[src/rtl/sqrt_pipe_arbiter.sv]
// Round-robin front end that shares one fixed-latency sqrt pipeline between NREQ requesters,
// with per-requester credit limits, a tag delay line for result routing and a drain FSM.
module sqrt_pipe_arbiter #(
    parameter int NREQ     = 4,
    parameter int XW       = 32,
    parameter int PIPE_LAT = 6,
    parameter int MAX_OUT  = 2
) (
    input  logic                 iClk,
    input  logic                 iRst,
    input  logic [NREQ-1:0]      iReq_valid,
    input  logic [NREQ*XW-1:0]   iReq_x,
    output logic [NREQ-1:0]      oReq_ready,
    output logic                 oPipe_valid,
    output logic [XW-1:0]        oPipe_x,
    input  logic [16:0]          iPipe_f,
    output logic [NREQ-1:0]      oRsp_valid,
    output logic [16:0]          oRsp_f,
    input  logic                 iDrain,
    output logic                 oDrained,
    output logic                 oBusy
);

    localparam int TW = (NREQ > 1) ? $clog2(NREQ) : 1;
    localparam int CW = $clog2(MAX_OUT + 1);
    localparam int SW = $clog2(NREQ * MAX_OUT + 1);

    typedef enum logic [1:0] {
        ST_RUN,
        ST_DRAIN,
        ST_HOLD
    } state_e;

    state_e              state_q, state_d;
    logic [TW-1:0]       rr_q, rr_d;
    logic [CW-1:0]       cnt_q [NREQ];
    logic [CW-1:0]       cnt_d [NREQ];
    logic [NREQ-1:0]     elig;
    logic                grant_vld;
    logic [TW-1:0]       grant_idx;
    logic                can_issue;
    logic                hs;
    logic [SW-1:0]       total;

    logic                pipe_vld_q;
    logic [XW-1:0]       pipe_x_q, pipe_x_d;
    logic [NREQ-1:0]     rsp_vld_q, rsp_vld_d;
    logic [16:0]         rsp_f_q, rsp_f_d;

    logic                tag_vld_q [PIPE_LAT+1];
    logic [TW-1:0]       tag_id_q  [PIPE_LAT+1];
    logic                tag_out_vld;
    logic [TW-1:0]       tag_out_id;

    function automatic logic [TW-1:0] wrap_add(input logic [TW-1:0] base, input int off);
        logic [TW:0] s;
        s = {1'b0, base} + (TW+1)'(off);
        if (s >= (TW+1)'(NREQ)) begin
            s = s - (TW+1)'(NREQ);
        end
        return s[TW-1:0];
    endfunction

    function automatic logic [NREQ-1:0] onehot(input logic [TW-1:0] idx);
        logic [NREQ-1:0] v;
        v      = '0;
        v[idx] = 1'b1;
        return v;
    endfunction

    always_comb begin
        for (int k = 0; k < NREQ; k++) begin
            elig[k] = iReq_valid[k] && (cnt_q[k] < CW'(MAX_OUT));
        end
    end

    // Scan starts at rr_q so the most recently served requester is visited last.
    always_comb begin
        grant_vld = 1'b0;
        grant_idx = '0;
        for (int i = 0; i < NREQ; i++) begin
            if (!grant_vld && elig[wrap_add(rr_q, i)]) begin
                grant_vld = 1'b1;
                grant_idx = wrap_add(rr_q, i);
            end
        end
    end

    assign can_issue  = (state_q == ST_RUN) && !iDrain && !iRst;
    assign hs         = can_issue && grant_vld;
    assign oReq_ready = hs ? onehot(grant_idx) : '0;

    always_comb begin
        rr_d     = hs ? wrap_add(grant_idx, 1) : rr_q;
        pipe_x_d = hs ? iReq_x[int'(grant_idx)*XW +: XW] : pipe_x_q;
    end

    assign tag_out_vld = tag_vld_q[PIPE_LAT];
    assign tag_out_id  = tag_id_q[PIPE_LAT];

    always_comb begin
        rsp_vld_d = tag_out_vld ? onehot(tag_out_id) : '0;
        rsp_f_d   = tag_out_vld ? iPipe_f : rsp_f_q;
    end

    // A grant and a returning tag for the same requester cancel out.
    always_comb begin
        for (int k = 0; k < NREQ; k++) begin
            cnt_d[k] = cnt_q[k];
            if ((hs && (grant_idx == TW'(k))) && !(tag_out_vld && (tag_out_id == TW'(k)))) begin
                cnt_d[k] = cnt_q[k] + CW'(1);
            end else if (!(hs && (grant_idx == TW'(k))) && (tag_out_vld && (tag_out_id == TW'(k)))) begin
                cnt_d[k] = cnt_q[k] - CW'(1);
            end
        end
    end

    always_comb begin
        total = '0;
        for (int k = 0; k < NREQ; k++) begin
            total = total + SW'(cnt_q[k]);
        end
    end

    always_comb begin
        state_d = state_q;
        case (state_q)
            ST_RUN: begin
                if (iDrain) begin
                    state_d = ST_DRAIN;
                end
            end
            ST_DRAIN: begin
                if ((total == '0) && (rsp_vld_q == '0)) begin
                    state_d = ST_HOLD;
                end
            end
            ST_HOLD: begin
                if (!iDrain) begin
                    state_d = ST_RUN;
                end
            end
            default: state_d = ST_RUN;
        endcase
    end

    always_ff @(posedge iClk) begin
        if (iRst) begin
            state_q    <= ST_RUN;
            rr_q       <= '0;
            pipe_vld_q <= 1'b0;
            pipe_x_q   <= '0;
            rsp_vld_q  <= '0;
            rsp_f_q    <= '0;
            for (int k = 0; k < NREQ; k++) begin
                cnt_q[k] <= '0;
            end
        end else begin
            state_q    <= state_d;
            rr_q       <= rr_d;
            pipe_vld_q <= hs;
            pipe_x_q   <= pipe_x_d;
            rsp_vld_q  <= rsp_vld_d;
            rsp_f_q    <= rsp_f_d;
            for (int k = 0; k < NREQ; k++) begin
                cnt_q[k] <= cnt_d[k];
            end
        end
    end

    // Stage 0 loads with oPipe_valid; stage PIPE_LAT lines up with iPipe_f.
    always_ff @(posedge iClk) begin
        if (iRst) begin
            for (int s = 0; s <= PIPE_LAT; s++) begin
                tag_vld_q[s] <= 1'b0;
                tag_id_q[s]  <= '0;
            end
        end else begin
            tag_vld_q[0] <= hs;
            tag_id_q[0]  <= grant_idx;
            for (int s = 1; s <= PIPE_LAT; s++) begin
                tag_vld_q[s] <= tag_vld_q[s-1];
                tag_id_q[s]  <= tag_id_q[s-1];
            end
        end
    end

    assign oPipe_valid = pipe_vld_q;
    assign oPipe_x     = pipe_x_q;
    assign oRsp_valid  = rsp_vld_q;
    assign oRsp_f      = rsp_f_q;
    assign oDrained    = (state_q == ST_HOLD);
    assign oBusy       = (total != '0);

endmodule

[config.mk]
export PLATFORM = sky130hd
export DESIGN_NAME = sqrt_pipe_arbiter
export DESIGN_NICKNAME = d
export VERILOG_FILES = /design/src/rtl/sqrt_pipe_arbiter.sv
export SDC_FILE = /design/constraint.sdc
export NUM_CORES = 1
export LEC_CHECK = 0
export ABC_CLOCK_PERIOD_IN_PS = 5700
export CORE_MARGIN = 5
export CORE_UTILIZATION = 65
export CTS_BUF_LIST = sky130_fd_sc_hd__clkbuf_4 sky130_fd_sc_hd__clkbuf_8 sky130_fd_sc_hd__clkbuf_16
export CTS_CLUSTER_DIAMETER = 200
export CTS_CLUSTER_SIZE = 14
export DETAILED_ROUTE_END_ITERATION = 10
export DONT_BUFFER_PORTS = 1
export PLACE_DENSITY = 0.92
export SETUP_SLACK_MARGIN = 0.5
export SYNTH_ARGS = -nofsm -noshare
export SYNTH_HDL_FRONTEND = slang
export SYNTH_SLANG_ARGS = --single-unit
[constraint.sdc]
create_clock -name iClk -period 5.7 [get_ports iClk]
set_clock_uncertainty 0.2 [all_clocks]
set_input_delay 1.425 -clock iClk [delete_from_list [all_inputs] [get_ports iClk]]
set_output_delay 1.425 -clock iClk [all_outputs]
set_load 0.005 [all_outputs]
==> out/qor.yml <==
ys_async_sr_fraction_pct: 0
cp_max_fo: 4
antenna_found_initial: 0
required_ns: 4.07
synth_top_cell_area_share_pct: 40.34
fin_util_pct: 69.16
path_class: "reg2out"
ir_worst_vdd_uv: 211.2
synthDistinctLibCells: 43
finalHoldViolations: 0
timing.slew.headroom_pct: 27.59
postCtsSetupRepairBufs: 0
grt_pass1_wl_mm: 17.24
ys.flop_type: "dfxtp_1"
final.setup.tns_ns: 0
die_area_um2: 8286
setup_viol: 0
hold_path_class: "reg2reg"
synth.cell_area_um2: 4268
syn_area_per_cell_um2: 9.789
clkLatencyLatePin_ns: 0.34
track_usage_pct: 25.04
status: "completed"
cts_tree: "yes"
firstDrtPassIters: 6
p_per_area_nw_per_um2: 325.1
drtIter0Drc: 144
yosysTopAreaCell: "dfxtp_1"
antenna_cells: 0
htree_levels: 3
yosys.cell_count.top_type: "dfxtp_1"
cts_made_buffers: 9
root_buffer: "clkbuf_8"
ant_nets: 0
drv_cap: 0
min_delay_path_depth: 1
rsz0062_at_grt: "no"
final-max-slew-violation-count: 0
io_buffers: 0
grt_pass1_vias: 3446
synth_edf_count: 0
syn2layout_area_growth_pct: 3.489
io_pins: 212
yosys_register_bits: 86
hp-start: "tag_id_q[5][0]$_SDFF_PP0_"
r2r_start: "cnt_q[3][1]$_SDFFE_PP0P_"
seq_area_frac_synth_pct: 40.34
drive_above_1_share_pct: 9.785
clockBufferDepth: 2
drc: 0
clkSinkCount: 86
cp-startpoint: "cnt_q[3][1]$_SDFFE_PP0P_"
worst_pin_slew_ns: 1.085
vias: 3356
fmax_mhz: 223.5
place.gp.congestion: 0.9201
timing.final.crit_period_ns: 4.474
synth.top_cells.by_count: "dfxtp_1 (86), mux2i_1 (49), nand2_1 (37)"
worstPathArrival_ns: 2.85
std_cell_rows: 29
via_per_inst: 6.766
dpl.hpwl_mm: 8.094
die_h_um: 91.03
cts-resized-gates: 0
synth_nets: 602
worstRegToRegCells: 10
synthCells: 436
finalWirelength_mm: 11.03
gr-total-overflow: 0
grt_start_max_net_pins: 55
clk_pin_slew_ns: 0.09
yosysWarnings: 0
leakage_nw: 1.590
start_util_pct: 66.83
routedWlPerCell_um: 22.25
nets: 581
ctsHoldBuffers: 0
die_w_um: 91.03
critPathLaunchType: "register"
finalCritPeriodShare_pct: 78.49
core_area_um2: 6386
endpoint_kind: "output port"
synth.area.top_cells: "dfxtp_1 (40%), mux2i_1 (11%), a211o_1 (6.6%)"
cell type report:
type                    instances  area (um^2)
fillers                       513         1969
multi-input cells             301         2317
repair buffers                  7        52.55
clock inverters                 5        60.06
flip-flops and latches         86         1722
inverters                      10        37.54
well taps                      77        96.34
clock buffers                  10        131.4
path summary, 6_finish.rpt:
check,slack (ns),to
min reg2reg,0.24,tag_id_q[6][0]$_SDFF_PP0_
min,0.24,tag_id_q[6][0]$_SDFF_PP0_
max,1.23,oBusy
max reg2reg,2.58,state_q[1]$_SDFFE_PP0P_
per-layer routing:
metal | up-vias | GRT usage (%) | routed length (um)
met5 | - | 0 | 0
met4 | 0 | 6.601 | 178
met3 | 22 | 8.926 | 931
met2 | 172 | 44.47 | 5810
met1 | 1598 | 28.40 | 4114
li1 | 1564 | - | -
power by group:
| part | internal (W) | leakage, nW | total (W) | switching (W) |
|---|---|---|---|---|
| Combinational | 0.000122 | 0.794 | 0.000308 | 0.000187 |
| Sequential | 0.000659 | 0.700 | 0.000712 | 0.0000528 |
| Clock | 0.000207 | 0.0961 | 0.000415 | 0.000209 |
critical path, cell delays in order (launching register included):
cell and delay, ns:
dfxtp_1 0.38, inv_1 0.08, fa_1 0.53, inv_1 0.05
fa_1 0.45, ha_1 0.23, fa_1 0.45, nor4_1 0.25
inv_1 0.10
stage by stage:
stage	hold WS (ns)	cell area (um^2)	setup slack (ns)	cells	total power, W
2_1_floorplan	0.2138	4268	1.352	436	0.0009791
3_3_place_gp	0.2179	4225	1.351	481	0.001016
3_5_place_dp	0.2245	4225	1.280	481	0.001032
4_1_cts	0.2487	4417	1.205	496	0.001445
5_1_grt	0.2553	4417	1.093	496	0.001504
6_report	0.2437	4417	1.226	496	0.001436
cell usage in the layout, fill, tap and decap left out, types with 2 or more instances in the layout:
cell type	netlist	final
a211o_1	32	32
a21o_1	2	2
a21oi_1	6	6
and2_1	4	4
buf_4	7	7
clkbuf_8	0	9
dfxtp_1	86	86
fa_1	4	4
ha_1	10	10
inv_1	8	8
inv_2	2	2
mux2i_1	49	49
nand2_1	37	37
nand2b_1	3	3
nand3b_1	2	2
nor2_1	30	29
nor2b_1	20	20
nor2b_2	2	2
nor3_1	2	2
nor4_1	3	3
o2111ai_1	32	32
o211ai_1	26	26
o211ai_2	6	6
o21ai_0	5	5
or2_2	2	2
or3_1	4	4
xor2_1	8	8
kinds of logic after synthesis:
logic type / after synthesis / synth area share, %
AO/OA/AOI/OAI: 116 / 23.13
multiplexers: 49 / 11.49
buffers and inverters: 49 / 5.570
AND/OR/NAND/NOR: 114 / 13.02
XOR/XNOR: 8 / 1.642
adder cells (fa/ha/maj): 14 / 4.808
flip-flops: 86 / 40.34
flip-flops by register name (all words and copies together) (netlist names):
name / count
rr_q: 2
tag_id_q: 14
oRsp_valid: 4
oPipe_x: 32
cnt_q: 8
oRsp_f: 17
oPipe_valid: 1
tag_vld_q: 6
state_q: 2
Power figures use the tool's default switching activity.
